[src/rtl/ecg_pkg.sv]
// Shared constants for the ECG front end: ADC format, sample rate and the
// window length that nulls 50 Hz mains at that rate.
package ecg_pkg;
    localparam int ADC_DW      = 12;
    localparam int FS_HZ       = 500;
    localparam int N_TAPS_50HZ = FS_HZ / 50;

    function automatic int clog2(input int v);
        int r;
        r = 0;
        while ((1 << r) < v) r++;
        return r;
    endfunction
endpackage

[src/rtl/ecg_mavg_ring.sv]
// N_TAPS-deep sample ring. The entry under the write pointer is the oldest one,
// so it is presented combinationally in the same cycle it gets overwritten.
module ecg_mavg_ring
    import ecg_pkg::*;
#(
    parameter int N_TAPS = N_TAPS_50HZ,
    parameter int DW     = ADC_DW
) (
    input  logic          clk,
    input  logic          rst,
    input  logic          we,
    input  logic [DW-1:0] wdata,
    output logic [DW-1:0] old
);
    localparam int PW = clog2(N_TAPS);

    logic [N_TAPS-1:0][DW-1:0] ring;
    logic [PW-1:0]             wptr;

    assign old = ring[wptr];

    always_ff @(posedge clk or posedge rst) begin
        if (rst) begin
            ring <= '0;
            wptr <= '0;
        end else if (we) begin
            ring[wptr] <= wdata;
            wptr       <= (wptr == PW'(N_TAPS - 1)) ? '0 : wptr + PW'(1);
        end
    end
endmodule

[src/rtl/ecg_mavg_notch.sv]
// N-sample moving average (comb notch at fs/N and harmonics) with a
// reciprocal-multiply divide and a single-entry valid/ready output register.
module ecg_mavg_notch
    import ecg_pkg::*;
#(
    parameter int N_TAPS = N_TAPS_50HZ,
    parameter int DW     = ADC_DW,
    parameter int SHIFT  = 20
) (
    input  logic          clk,
    input  logic          rst,
    input  logic [DW-1:0] i_data,
    input  logic          i_dv,
    output logic [DW-1:0] o_data,
    output logic          o_valid,
    input  logic          i_ready,
    output logic          o_primed,
    output logic          o_ovf
);
    localparam int SW = DW + clog2(N_TAPS);
    localparam int PW = SW + SHIFT + 1;
    localparam int CW = clog2(N_TAPS);
    localparam longint unsigned RECIP_L = ((64'd1 << SHIFT) + longint'(N_TAPS) - 1) / longint'(N_TAPS);
    localparam logic [SHIFT:0]  RECIP   = RECIP_L[SHIFT:0];
    localparam longint unsigned SUM_MAX = longint'(N_TAPS) * ((64'd1 << DW) - 1);

    // Rounding-up error of RECIP must stay below one LSB of the quotient over the full sum range.
    if (SUM_MAX * (RECIP_L * longint'(N_TAPS) - (64'd1 << SHIFT)) >= (64'd1 << SHIFT)) begin : g_bad_shift
        $error("ecg_mavg_notch: SHIFT too small for exact division by N_TAPS");
    end
    if (N_TAPS < 2 || N_TAPS > 64) begin : g_bad_taps
        $error("ecg_mavg_notch: N_TAPS out of range 2..64");
    end

    logic          dv_q;
    logic          smp;
    logic [DW-1:0] old;
    logic [SW-1:0] sum;
    logic [PW-1:0] prod;
    logic [1:0]    vld_pipe;
    logic [CW-1:0] prime_cnt;

    assign smp = i_dv & ~dv_q;

    ecg_mavg_ring #(.N_TAPS(N_TAPS), .DW(DW)) u_ring (
        .clk   (clk),
        .rst   (rst),
        .we    (smp),
        .wdata (i_data),
        .old   (old)
    );

    always_ff @(posedge clk or posedge rst) begin
        if (rst) begin
            dv_q     <= 1'b0;
            sum      <= '0;
            prod     <= '0;
            vld_pipe <= '0;
        end else begin
            dv_q     <= i_dv;
            vld_pipe <= {vld_pipe[0], smp};
            // Never underflows: old was added into sum when it was written.
            if (smp)
                sum <= sum + SW'(i_data) - SW'(old);
            if (vld_pipe[0])
                prod <= PW'(sum) * PW'(RECIP);
        end
    end

    always_ff @(posedge clk or posedge rst) begin
        if (rst) begin
            o_data  <= '0;
            o_valid <= 1'b0;
            o_ovf   <= 1'b0;
        end else if (vld_pipe[1]) begin
            o_data  <= DW'(prod >> SHIFT);
            o_valid <= 1'b1;
            if (o_valid && !i_ready)
                o_ovf <= 1'b1;
        end else if (o_valid && i_ready) begin
            o_valid <= 1'b0;
        end
    end

    always_ff @(posedge clk or posedge rst) begin
        if (rst) begin
            prime_cnt <= '0;
            o_primed  <= 1'b0;
        end else if (smp && !o_primed) begin
            if (prime_cnt == CW'(N_TAPS - 1))
                o_primed <= 1'b1;
            else
                prime_cnt <= prime_cnt + CW'(1);
        end
    end
endmodule
[config.mk]
export PLATFORM = sky130hd
export DESIGN_NAME = ecg_mavg_notch
export DESIGN_NICKNAME = d
export VERILOG_FILES = /design/src/rtl/ecg_pkg.sv /design/src/rtl/ecg_mavg_ring.sv /design/src/rtl/ecg_mavg_notch.sv
export SDC_FILE = /design/constraint.sdc
export NUM_CORES = 1
export LEC_CHECK = 0
export CORE_MARGIN = 5
export CORE_UTILIZATION = 24
export CTS_BUF_LIST = sky130_fd_sc_hd__clkbuf_8
export CTS_CLUSTER_DIAMETER = 150
export CTS_CLUSTER_SIZE = 24
export DETAILED_ROUTE_END_ITERATION = 8
export GPL_TIMING_DRIVEN = 1
export PLACE_DENSITY = 0.49
export RECOVER_POWER = 25
export SYNTH_ARGS = -nofsm -noshare
export SYNTH_HDL_FRONTEND = slang
export SYNTH_HIERARCHICAL = 1
export SYNTH_SLANG_ARGS = --single-unit
[constraint.sdc]
create_clock -name clk -period 6.3 [get_ports clk]
set_clock_uncertainty 0.05 [all_clocks]
set_input_delay 1.26 -clock clk [delete_from_list [all_inputs] [get_ports clk]]
set_output_delay 1.26 -clock clk [all_outputs]
set_load 0.01 [all_outputs]
* Yosys cells after proc, flatten, opt, wreduce, memory -nomap -nowiden
Index checks and enable logic that the tools add are counted.
** Storage, ports and cells
- Register bits :: 193
- Output and inout bits :: 15
- Logic and storage cells :: 50
** Operators by class
- Add/sub/neg operators :: 4
- Multiply operators :: 1
- Magnitude comparators :: 2
- Eq/ne operators :: 2
- Mux-type cells :: 8
- Bitwise gates (word level) :: 3
- Reductions and logical operators :: 10
** Operators with widths (count)
- bitwise mux 120 bit :: 1
- binary-select mux 12 bit (select 4 bit) :: 1
- demux 12 bit (select 4 bit) :: 1
- multiplier 16 x 16 -> 31 bit, second input constant :: 1
- two-way mux 12 bit :: 2
- adder 16 x 12 -> 16 bit :: 1
- subtractor 16 x 12 -> 16 bit :: 1
- adder 4 x 1 -> 4 bit, second input constant :: 2
- == test 4 bit, second input constant :: 2
- AND reduction 2 bit :: 3
- less-than comparator 4 x 5 -> 1 bit, second input constant :: 1
- >= comparator 4 x 1 -> 1 bit, second input constant :: 1
- logical AND 1 bit :: 4
- two-way mux 4 bit :: 1
- logical NOT 1 bit :: 2
- two-way mux 1 bit :: 2
- inverter 1 bit :: 2
- nonzero test 2 bit :: 1
- bitwise AND 1 bit :: 1

* Longest topological paths before layout
Gate-level depths: netlist of run 1.
- Word-level depth :: 5
- Depth in mapped cells :: 21
- Mapped depth without buffers :: 21

* Hierarchy
Netlist of run 1, hierarchy kept.
** Modules (own cells, without submodules)
- ecg_mavg_notch :: instances 1, cells an instance 784, area each 7467.2 µm², seq. area each 1251.2 µm²
- ecg_mavg_ring :: instances 1, cells an instance 369, area each 5651.7 µm², seq. area each 3103.0 µm²

* Least setup slack after synthesis of run 1
No wires, ideal clock.
- Path type :: reg2reg
- Start :: register sum[7]
- End :: register prod[31]
- Setup time :: 0.120 ns
- Arrival :: 5.457 ns
- Setup slack :: 0.673 ns
- Cell stages (with the launch flop) :: 20
- Buffers on the path :: 0
- Cell sequence :: dfrtp_1 > ha_1 > inv_1 > fa_1 > inv_1 > fa_1 > fa_1 > fa_1 > inv_1 > fa_1 > inv_1 > ha_1 > and4_1 > nand3_2 > and4b_1 > o2111a_2 > o2111a_2 > o41ai_4 > nand3_1 > a31o_1
** Between the ends
- Word-level cells in the longest chain between the ends :: 1
** RTL lines
- from (decl) :: RTL line ecg_mavg_notch.sv:38 : logic [SW-1:0] sum;
- from (signal assigned) :: RTL line ecg_mavg_notch.sv:64 : sum <= sum + SW'(i_data) - SW'(old);
- multiplier 16 x 16 -> 31 bit :: RTL line ecg_mavg_notch.sv:66 : prod <= PW'(sum) * PW'(RECIP);
- to (signal assigned) :: RTL line ecg_mavg_notch.sv:66
- to (decl) :: RTL line ecg_mavg_notch.sv:39 : logic [PW-1:0] prod;
No other way between the ends.
A chain may end at the register's enable or synchronous reset.

* Final worst setup path of run 1
Same ends and word-level chain as after synthesis.

==> metrics.csv, run 1 <==
metric;value;unit
die_w;244;um
min_from;o_ovf$_DFFE_PP0P_;
final_nets;1419;
ant_nets;0;
fin_crit;5.95;ns
rsz0062_at_grt;false;
cts.sinks;174;
min_path_type;flop to flop;
min_path_cells;1;
cts_tree;done;
htree_levels;4;
yosys-top-cells-count;250 x inv_1, 174 x dfrtp_1, 143 x ha_1, 109 x mux2_2, 91 x fa_1;
fmaxAchievable;0.168;GHz
cts_resized;0;
dieArea;0.0594;sq mm
num_rows;85;
synth_most_common_cell;inv_1;
synth_area_leaders;dfrtp_1 33%, fa_1 14%, ha_1 14%;
path_class;flop to flop;
max_slew.worst_pin.slew;3.69;ns
multi_input_area;0.00759;sq mm
use_met2;17.1;%
met1_usage;13.6;%
max_cap_violations;3;
yosysWarnings;6;
drtIter0Drc;295;
ys.flop_type;dfrtp_1;
drc;0;
clk_pin_slew_worst_paths;0.09;ns
cts_setup_buffers;0;
synth_nets;1403;
netlist.area_leader.share;33.2;%
period_share;94.5;%
worstSkewPairLatency;0.51;ns
ys_ff_latch;174;
reg2reg_depth;19;
routed_wl;29200;um
fillers;5658;
grt_pass1_wl;48300;um
slew_headroom;-147;%
root_buffer;clkbuf_8;
setup_violations;0;
yosysSeqAreaShare;33.2;%
synth_cell_type_count;68;
r2r_end;prod[31]$_DFFE_PP0P_;
synth_top_area_cell;dfrtp_1;
drv_slew;174;
grt_overflow;0;
cts_inserted_buffers;17;
cp-start-kind;flop;
synth_edf_count;0;
ys_async_sr_fraction;100;%
violations;capacitance limit, slew limit;
use_met3;1.94;%
initial_utilization;24.3;%
synth.cell_area;0.0131;sq mm
clockBufferDepth;2;
crit_path_end_kind;flop;
die_h;244;um
status;finished with violations;
regToRegStartpoint;sum[7]$_DFFE_PP0P_;
syn_area_per_cell;11.4;sq um
dr.pass1.iters;4;
crit_required;6.64;ns
area_growth_syn_to_layout;10.7;%
antenna_found_initial;0;
finalHoldViolCount;0;
syn-instance-count;1153;
grt_max_degree;83;
io_pins;31;
tns;0;ns
vias;7931;
grt_usage;10.2;%
drive_gt1_share;15.7;%
ctsHoldBuffers;0;
top_usage_layer;met2;
hold-path-endpoint;o_ovf$_DFFE_PP0P_;
grt_pass1_vias;8704;
arrival;6.29;ns
final-seq-area;0.00436;sq mm
gp_congestion;0.907;
hpwl;22500;um
cp_max_fo;7;
num_antenna_cells;0;
vias_per_cell;4.22;
reg2reg_slack;0.35;ns
wl_per_cell;15.5;um
io_buffer_count;30;
coreArea;0.0540;sq mm
[worst max path at each step]
| stage | startpoint | endpoint | slack (ns) | cells past startpoint |
|---|---|---|---|---|
| 2_1_floorplan | sum[7]$_DFFE_PP0P_ | prod[31]$_DFFE_PP0P_ | 0.67 | 19 |
| 3_3_place_gp | sum[7]$_DFFE_PP0P_ | prod[31]$_DFFE_PP0P_ | 0.41 | 19 |
| 3_5_place_dp | sum[7]$_DFFE_PP0P_ | prod[31]$_DFFE_PP0P_ | 0.31 | 19 |
| 4_1_cts | sum[7]$_DFFE_PP0P_ | prod[31]$_DFFE_PP0P_ | 0.31 | 19 |
| 5_1_grt | sum[7]$_DFFE_PP0P_ | prod[31]$_DFFE_PP0P_ | 0.09 | 19 |
| 6_report | sum[7]$_DFFE_PP0P_ | prod[31]$_DFFE_PP0P_ | 0.35 | 19 |
[cell usage in the layout, fill, tap and decap left out, types with 3 or more instances in the layout]
cell type	n
inv_1	248
nand3_1	11
and3_1	4
xnor2_1	16
mux2_2	109
a211oi_1	4
mux2i_1	14
nor2_1	22
clkinvlp_4	4
mux4_2	24
fa_1	91
a21oi_1	18
ha_1	143
mux2_1	30
a21o_1	11
dfrtp_1	173
xor2_1	10
dlygate4sd3_1	3
nand2_1	40
a31oi_1	4
o21ai_0	25
o31ai_1	7
nand4_1	3
o21a_1	6
clkbuf_1	3
nor3_1	13
a22oi_1	12
clkdlybuf4s50_1	27
o21ai_1	13
nand2b_1	4
nor2b_1	8
clkbuf_8	19
buf_4	6
[through the flow]
| step | instances | cell area (sq um) | setup slack [ns] | hold slack [ns] | utilization, % |
|---|---|---|---|---|---|
| floorplan | 1153 | 13100 | 0.673 | 0.362 | - |
| global placement | 1846 | 14100 | 0.412 | 0.402 | 26.2 |
| detailed placement | 1846 | 14100 | 0.309 | 0.409 | 26.2 |
| CTS | 1878 | 14500 | 0.309 | 0.429 | 26.9 |
| global route | 1878 | 14500 | 0.0901 | 0.441 | 26.9 |
| finish | 1878 | 14500 | 0.349 | 0.423 | 26.9 |
[flip-flops by register name, indices dropped and copies added (netlist names)]
register / count
sum: 16
o_ovf: 1
u_ring/ring: 120
vld_pipe: 2
o_data: 12
u_ring/wptr: 4
prod: 12
o_valid: 1
o_primed: 1
dv_q: 1
prime_cnt: 4
[logic make-up (layout without fill, tap and decap cells)]
family	count (synthesis)	in the layout	share of synthesized area, %
buf+inv	293	322	8.93
compound gates	126	126	6.72
xor+xnor	26	26	1.74
mux	177	177	17.1
flops	174	174	33.2
fa+ha+maj	234	234	27.5
simple gates	123	123	4.78
[layout make-up]
class	count	share of cell area, %
clock inverter	13	0.931
clock buffer	19	1.80
timing repair buffer	39	2.46
inverter	251	6.50
tap	696	6.00
sequential	174	30.0
multi-input combinational	686	52.3
[critical path, stage by stage (launching register included)]
cell and delay (ns):
dfrtp_1 0.48, ha_1 0.35, inv_1 0.09, fa_1 0.54
inv_1 0.05, fa_1 0.51, fa_1 0.52, fa_1 0.55
inv_1 0.06, fa_1 0.53, inv_1 0.04, ha_1 0.32
and4_1 0.25, nand3_2 0.11, and4b_1 0.21, o2111a_2 0.27
o2111a_2 0.32, o41ai_4 0.26, nand3_1 0.12, a31o_1 0.22
[routing by layer]
metal  share of wire [%]  vias to the layer above
met4                 1.2                        0
met3                 1.9                       16
met5                   0                        -
li1                    -                     3874
met1                  48                     3976
met2                  49                       65
Power of run 1 is left out: the tool's default activity adds up to more than one toggle a clock period on the data nets, which glitch-free logic cannot reach.
==> run 2: changes to the inputs <==
--- a/config.mk
+++ b/config.mk
@@ -14,6 +14,7 @@
 export GPL_TIMING_DRIVEN = 1
 export PLACE_DENSITY = 0.49
 export RECOVER_POWER = 25
+export SLEW_MARGIN = 20
 export SYNTH_ARGS = -nofsm -noshare
 export SYNTH_HDL_FRONTEND = slang
 export SYNTH_HIERARCHICAL = 1
==> run 2 against run 1 <==
  * The flow still finishes with violations (capacitance limit, slew limit)
  * Sequential share of layout area about the same
  * Flip-flop and latch count stayed put
  * Critical endpoint unchanged
  * Cell count unchanged
  * Critical path type unchanged
  * Largest cell class unchanged
  * Critical path depth is the same
  * Design area about the same
==> metrics.csv, run 2 (same netlist as run 1, synthesis figures left out) <==
metric;value;unit;change
tns;0;ns;unchanged
period_share;94.5;%;about the same
io_buffer_count;30;;unchanged
worstPathCellList;ha_1, inv_1, fa_1, inv_1, fa_1, fa_1, fa_1, inv_1, fa_1, inv_1, ha_1, and4_1, nand3_2, and4b_1, o2111a_2, o2111a_2, o41ai_4, nand3_1, a31o_1;;
clk_pin_slew_worst_paths;0.09;ns;about the same
drive_gt1_share;15.8;%;+0.085 points
path_class;flop to flop;;
cts_resized;0;;unchanged
grt_pass1_vias;8704;;unchanged
die_w;244;um;unchanged
highest_layer;met4;;
num_rows;85;;unchanged
setup_violations;0;;unchanged
die_h;244;um;unchanged
status;finished with violations;;
gp_congestion;0.907;;unchanged
ctsHoldBuffers;0;;unchanged
cts_setup_buffers;0;;unchanged
regMostFlops;u_ring/ring;;
hpwl;22500;um;unchanged
num_antenna_cells;0;;unchanged
cp_slowest_cell;fa_1;;
arrival;6.29;ns;about the same
crit_required;6.64;ns;about the same
cts.sinks;174;;unchanged
dieArea;0.0594;sq mm;unchanged
grt_max_degree;83;;unchanged
routed_wl;29200;um;about the same
min_path_type;flop to flop;;
drv_slew;174;;unchanged
grt_usage;10.2;%;unchanged
most-common-layout-cells;248 x inv_1, 173 x dfrtp_1, 143 x ha_1;;
fmaxAchievable;0.168;GHz;unchanged
wl_per_cell;15.5;um;about the same
met1Wirelength;14000;um;-0.62%
coreArea;0.0540;sq mm;unchanged
area_growth_syn_to_layout;10.7;%;about the same
root_buffer;clkbuf_8;;
cp-start-kind;flop;;
drtIter0Drc;294;;-0.34%
route.met2.wl;14200;um;about the same
cpMostUsedCell;fa_1;;
grt_pass1_wl;48300;um;unchanged
crit_path_end_kind;flop;;
cts_inserted_buffers;17;;unchanged
violations;capacitance limit, slew limit;;
htree_levels;4;;unchanged
finalHoldViolCount;0;;unchanged
wl_met3;625;um;+13%
drc;0;;unchanged
max_slew.worst_pin.slew;3.69;ns;+0.000247 ns
antenna_found_initial;0;;unchanged
ant_nets;0;;unchanged
vias;7939;;+0.10%
largest_reg_flops;120;;unchanged
worstSkewPairLatency;0.51;ns;about the same
initial_utilization;24.3;%;unchanged
cp_max_fo;7;;unchanged
max_cap_violations;3;;unchanged
fin_crit;5.95;ns;-0.00000100 ns
rsz0062_at_grt;false;;
top_regs;u_ring/ring: 120 flops, sum: 16 flops;;
final_nets;1419;;unchanged
io_pins;31;;unchanged
vias_per_cell;4.23;;+0.10%
cts_tree;done;;
slowest_delay;0.55;ns;about the same
grt_overflow;0;;unchanged
layout_commonest_cell;inv_1;;
clockBufferDepth;2;;unchanged
dr.pass1.iters;4;;unchanged
slew_headroom;-147;%;about the same
## run 2: cell types whose count changed in the layout (fill, tap and decap cells not counted)
| cell | change |
|---|---|
| clkbuf_1 | -1 |
| buf_4 | +1 |
## run 2: worst paths after layout
kind                                     from                         end  slack, ns  cells past startpoint
setup / recovery           sum[7]$_DFFE_PP0P_        prod[31]$_DFFE_PP0P_       0.35                     19
hold / removal              o_ovf$_DFFE_PP0P_           o_ovf$_DFFE_PP0P_       0.42                      1
setup reg to reg           sum[7]$_DFFE_PP0P_        prod[31]$_DFFE_PP0P_       0.35                     19
hold reg to reg             o_ovf$_DFFE_PP0P_           o_ovf$_DFFE_PP0P_       0.42                      1
max in group asynchronous                 rst  u_ring/wptr[0]$_DFFE_PP0P_       2.06                      2
min in group asynchronous                 rst    prime_cnt[2]$_DFFE_PP0P_       2.26                      3
## run 2: critical path: cells and delay by family (launching register included)
| kind | cells | cell delay (ns) |
|---|---|---|
| AOI/OAI and AO/OA | 4 | 1.07 |
| adders and majority gates | 7 | 3.32 |
| DFF | 1 | 0.48 |
| and+or+nand+nor | 4 | 0.69 |
| buffers and inverters | 4 | 0.24 |
## run 2: per-layer routing
metal | vias to the layer above | global-route usage [%]
li1 | 3872 | -
met1 | 3976 | 13.6
met2 | 75 | 17.1
met3 | 16 | 1.94
met4 | 0 | 2.42
met5 | - | 0
## run 2: through the flow
step                      hold WS (ns)  area [sq um]  std cells  setup WS [ns]  utilization (%)
after global routing             0.441         14500       1878         0.0901             26.9
after global placement           0.402         14100       1846          0.412             26.2
after floorplan                  0.362         13100       1153          0.673                -
after CTS                        0.429         14500       1878          0.309             26.9
final                            0.423         14500       1878          0.349             26.9
after detailed placement         0.409         14100       1846          0.309             26.2
## run 2: final cells by class
class | count | area (sq um)
Clock buffer | 19 | 262
Clock inverter | 13 | 135
Fill cell | 5657 | 39500
Tap cell | 696 | 871
Timing Repair Buffer | 39 | 360
Sequential cell | 174 | 4360
Multi-Input combinational cell | 686 | 7590
Inverter | 251 | 943
Power of run 2 is left out for the same reason.
==> run 3: changes to the inputs <==
--- a/config.mk
+++ b/config.mk
@@ -12,7 +12,7 @@
 export CTS_CLUSTER_SIZE = 24
 export DETAILED_ROUTE_END_ITERATION = 8
 export GPL_TIMING_DRIVEN = 1
-export PLACE_DENSITY = 0.49
+export PLACE_DENSITY = 0.5
 export RECOVER_POWER = 25
 export SLEW_MARGIN = 20
 export SYNTH_ARGS = -nofsm -noshare
==> constraint.sdc (replaced) <==
create_clock -name clk -period 4.8 [get_ports clk]
set_clock_uncertainty 0.05 [all_clocks]
set_input_delay 1.44 -clock clk [delete_from_list [all_inputs] [get_ports clk]]
set_output_delay 1.44 -clock clk [all_outputs]
set_load 0.01 [all_outputs]
==> run 3 against run 2 <==
  * The run ends with capacitance limit, slew limit, setup timing left
  * Global-route usage is 0.053 points higher
  * Clock-buffer cell count down 1
  * First-iteration DRC count fell by 16%
  * Die area unchanged
  * Cell count increased by 6.4%
  * Register-to-register slack lost 0.95 ns
  * Critical path type unchanged
  * Highest routed layer unchanged
==> metrics.csv, run 3 (same netlist as run 1, synthesis figures left out) <==
metric;value;unit;change
initial_utilization;24.3;%;unchanged
io_buffer_count;30;;unchanged
crit_required;5.15;ns;-1.49 ns
cts_tree;done;;
top_regs;u_ring/ring: 120 flops, sum: 16 flops;;
num_antenna_cells;0;;unchanged
largest_reg_flops;120;;unchanged
fin_crit;5.40;ns;-0.548 ns
cp-endpoint;prod[29]$_DFFE_PP0P_;;
fin_util;29.2;%;+2.3 points
vias_per_cell;4.22;;-0.14%
grt_pass1_vias;8959;;+2.9%
antenna_found_initial;0;;unchanged
violations;capacitance limit, slew limit, setup timing;;
die_w;244;um;unchanged
worstSkewPairLatency;0.50;ns;about the same
rsz0062_at_grt;true;;
clockBufferDepth;2;;unchanged
reg2reg_slack;-0.60;ns;-0.95 ns
final.setup.worst_slack;-0.603;ns;-0.952 ns
path_class;flop to flop;;
reg2reg_depth;20;;+1
finalHoldViolCount;0;;unchanged
vias;8439;;+6.3%
routed_wl;29300;um;+0.38%
wl_per_cell;14.7;um;-5.7%
htree_levels;4;;unchanged
gp_congestion;0.837;;-7.8%
grt_usage;10.2;%;+0.053 points
r2r_end;prod[29]$_DFFE_PP0P_;;
max_slew.worst_pin.slew;2.41;ns;-1.28 ns
cts.sinks;174;;unchanged
die_h;244;um;unchanged
num_rows;85;;unchanged
slew_headroom;-60.5;%;+87 points
drtIter0Drc;248;;-16%
setup_violations;12;;+12
io_pins;31;;unchanged
drc;0;;unchanged
regMostFlops;u_ring/ring;;
clk_pin_slew_worst_paths;0.10;ns;about the same
cts_inserted_buffers;17;;unchanged
final_nets;1540;;+8.5%
crit_path_end_kind;flop;;
dieArea;0.0594;sq mm;unchanged
grt_overflow;0;;unchanged
status;finished with violations;;
area_growth_syn_to_layout;20.3;%;
layout_commonest_cell;inv_1;;
ant_nets;0;;unchanged
root_buffer;clkbuf_8;;
arrival;5.75;ns;-0.54 ns
dr.pass1.iters;5;;+1
cp-startpoint;sum[4]$_DFFE_PP0P_;;
max_cap_violations;1;;-2
drive_gt1_share;27.4;%;+12 points
coreArea;0.0540;sq mm;unchanged
most-common-layout-cells;238 x inv_1, 162 x dfrtp_1, 125 x ha_1, 125 x buf_4, 108 x mux2_2;;
grt_max_degree;62;;-25%
ctsHoldBuffers;0;;unchanged
cp_max_fo;4;;-3
period_share;113;%;+18 points
fmaxAchievable;0.185;GHz;+10%
cp-start-kind;flop;;
grt_pass1_wl;49000;um;+1.5%
hpwl;23700;um;+5.5%
min_path_type;flop to flop;;
drv_slew;61;;-65%
regToRegStartpoint;sum[4]$_DFFE_PP0P_;;
## run 3: cell types whose count changed in the layout (fill, tap and decap cells not counted), moves of 8 or more
cell / delta
ha_1: -18
dfrtp_2: +11
ha_4: +17
inv_2: +8
buf_4: +118
dfrtp_1: -11
inv_1: -10
## run 3: how the worst min path moves through the flow
stage	start	endpoint	slack (ns)	cells after the start
final	o_ovf$_DFFE_PP0P_	o_ovf$_DFFE_PP0P_	0.43	1
after global routing	u_ring/ring[115]$_DFFE_PP0P_	u_ring/ring[115]$_DFFE_PP0P_	0.46	1
after CTS	o_ovf$_DFFE_PP0P_	o_ovf$_DFFE_PP0P_	0.44	1
after detailed placement	o_ovf$_DFFE_PP0P_	o_ovf$_DFFE_PP0P_	0.42	1
after global placement	o_ovf$_DFFE_PP0P_	o_ovf$_DFFE_PP0P_	0.40	1
after floorplan	vld_pipe[0]$_DFF_PP0_	vld_pipe[1]$_DFF_PP0_	0.36	0
## run 3: routing by layer
| metal | track usage [%] | vias up | part of all wire [%] |
|---|---|---|---|
| li1 | - | 4116 | - |
| met1 | 13.6 | 4204 | 47 |
| met2 | 17.2 | 88 | 48 |
| met3 | 1.92 | 31 | 2.8 |
| met4 | 2.54 | 0 | 1.3 |
| met5 | 0 | - | 0 |
## run 3: repair_timing
action,4_1_cts,5_1_grt
endpoints found under the setup margin,12,12
pin swaps,8,8
buffers inserted,5,4
gates cloned,0,0
resized for setup,11,9
## run 3: final cells by class
| type | instances | area (sq um) |
|---|---|---|
| Clock buffer | 18 | 248 |
| Clock inverter | 14 | 173 |
| Fill cell | 5603 | 38200 |
| Inverter | 251 | 952 |
| Multi-Input combinational cell | 686 | 7880 |
| Sequential cell | 174 | 4370 |
| Tap cell | 696 | 871 |
| Timing Repair Buffer | 160 | 1290 |
## run 3: critical path, stage by stage, from the launching register on
cell and delay (ns):
dfrtp_2 0.47, ha_4 0.28, inv_1 0.06, fa_1 0.51, inv_1 0.05, fa_1 0.50, fa_1 0.43, fa_1 0.49
inv_1 0.05, fa_1 0.49, inv_2 0.05, ha_4 0.26, and4_4 0.22, nand3_4 0.07, and4b_1 0.27, o2111a_2 0.23
o2111a_2 0.27, buf_6 0.12, nor3_4 0.03, xnor2_1 0.14, mux2_4 0.25
## run 3: stage by stage
stage                     TNS (ns)  hold slack, ns  worst slack, ns  instances  cell area [sq um]
final                        -5.39           0.428           -0.603       1999              15800
after global routing         -7.74           0.459           -0.801       1999              15800
after CTS                    -5.36           0.440           -0.590       1996              15700
after detailed placement     -5.39           0.420           -0.650       1959              15200
after global placement       -5.14           0.405           -0.621       1959              15200
after floorplan              -2.56           0.362           -0.496       1153              13300
Power of run 3 is left out for the same reason.
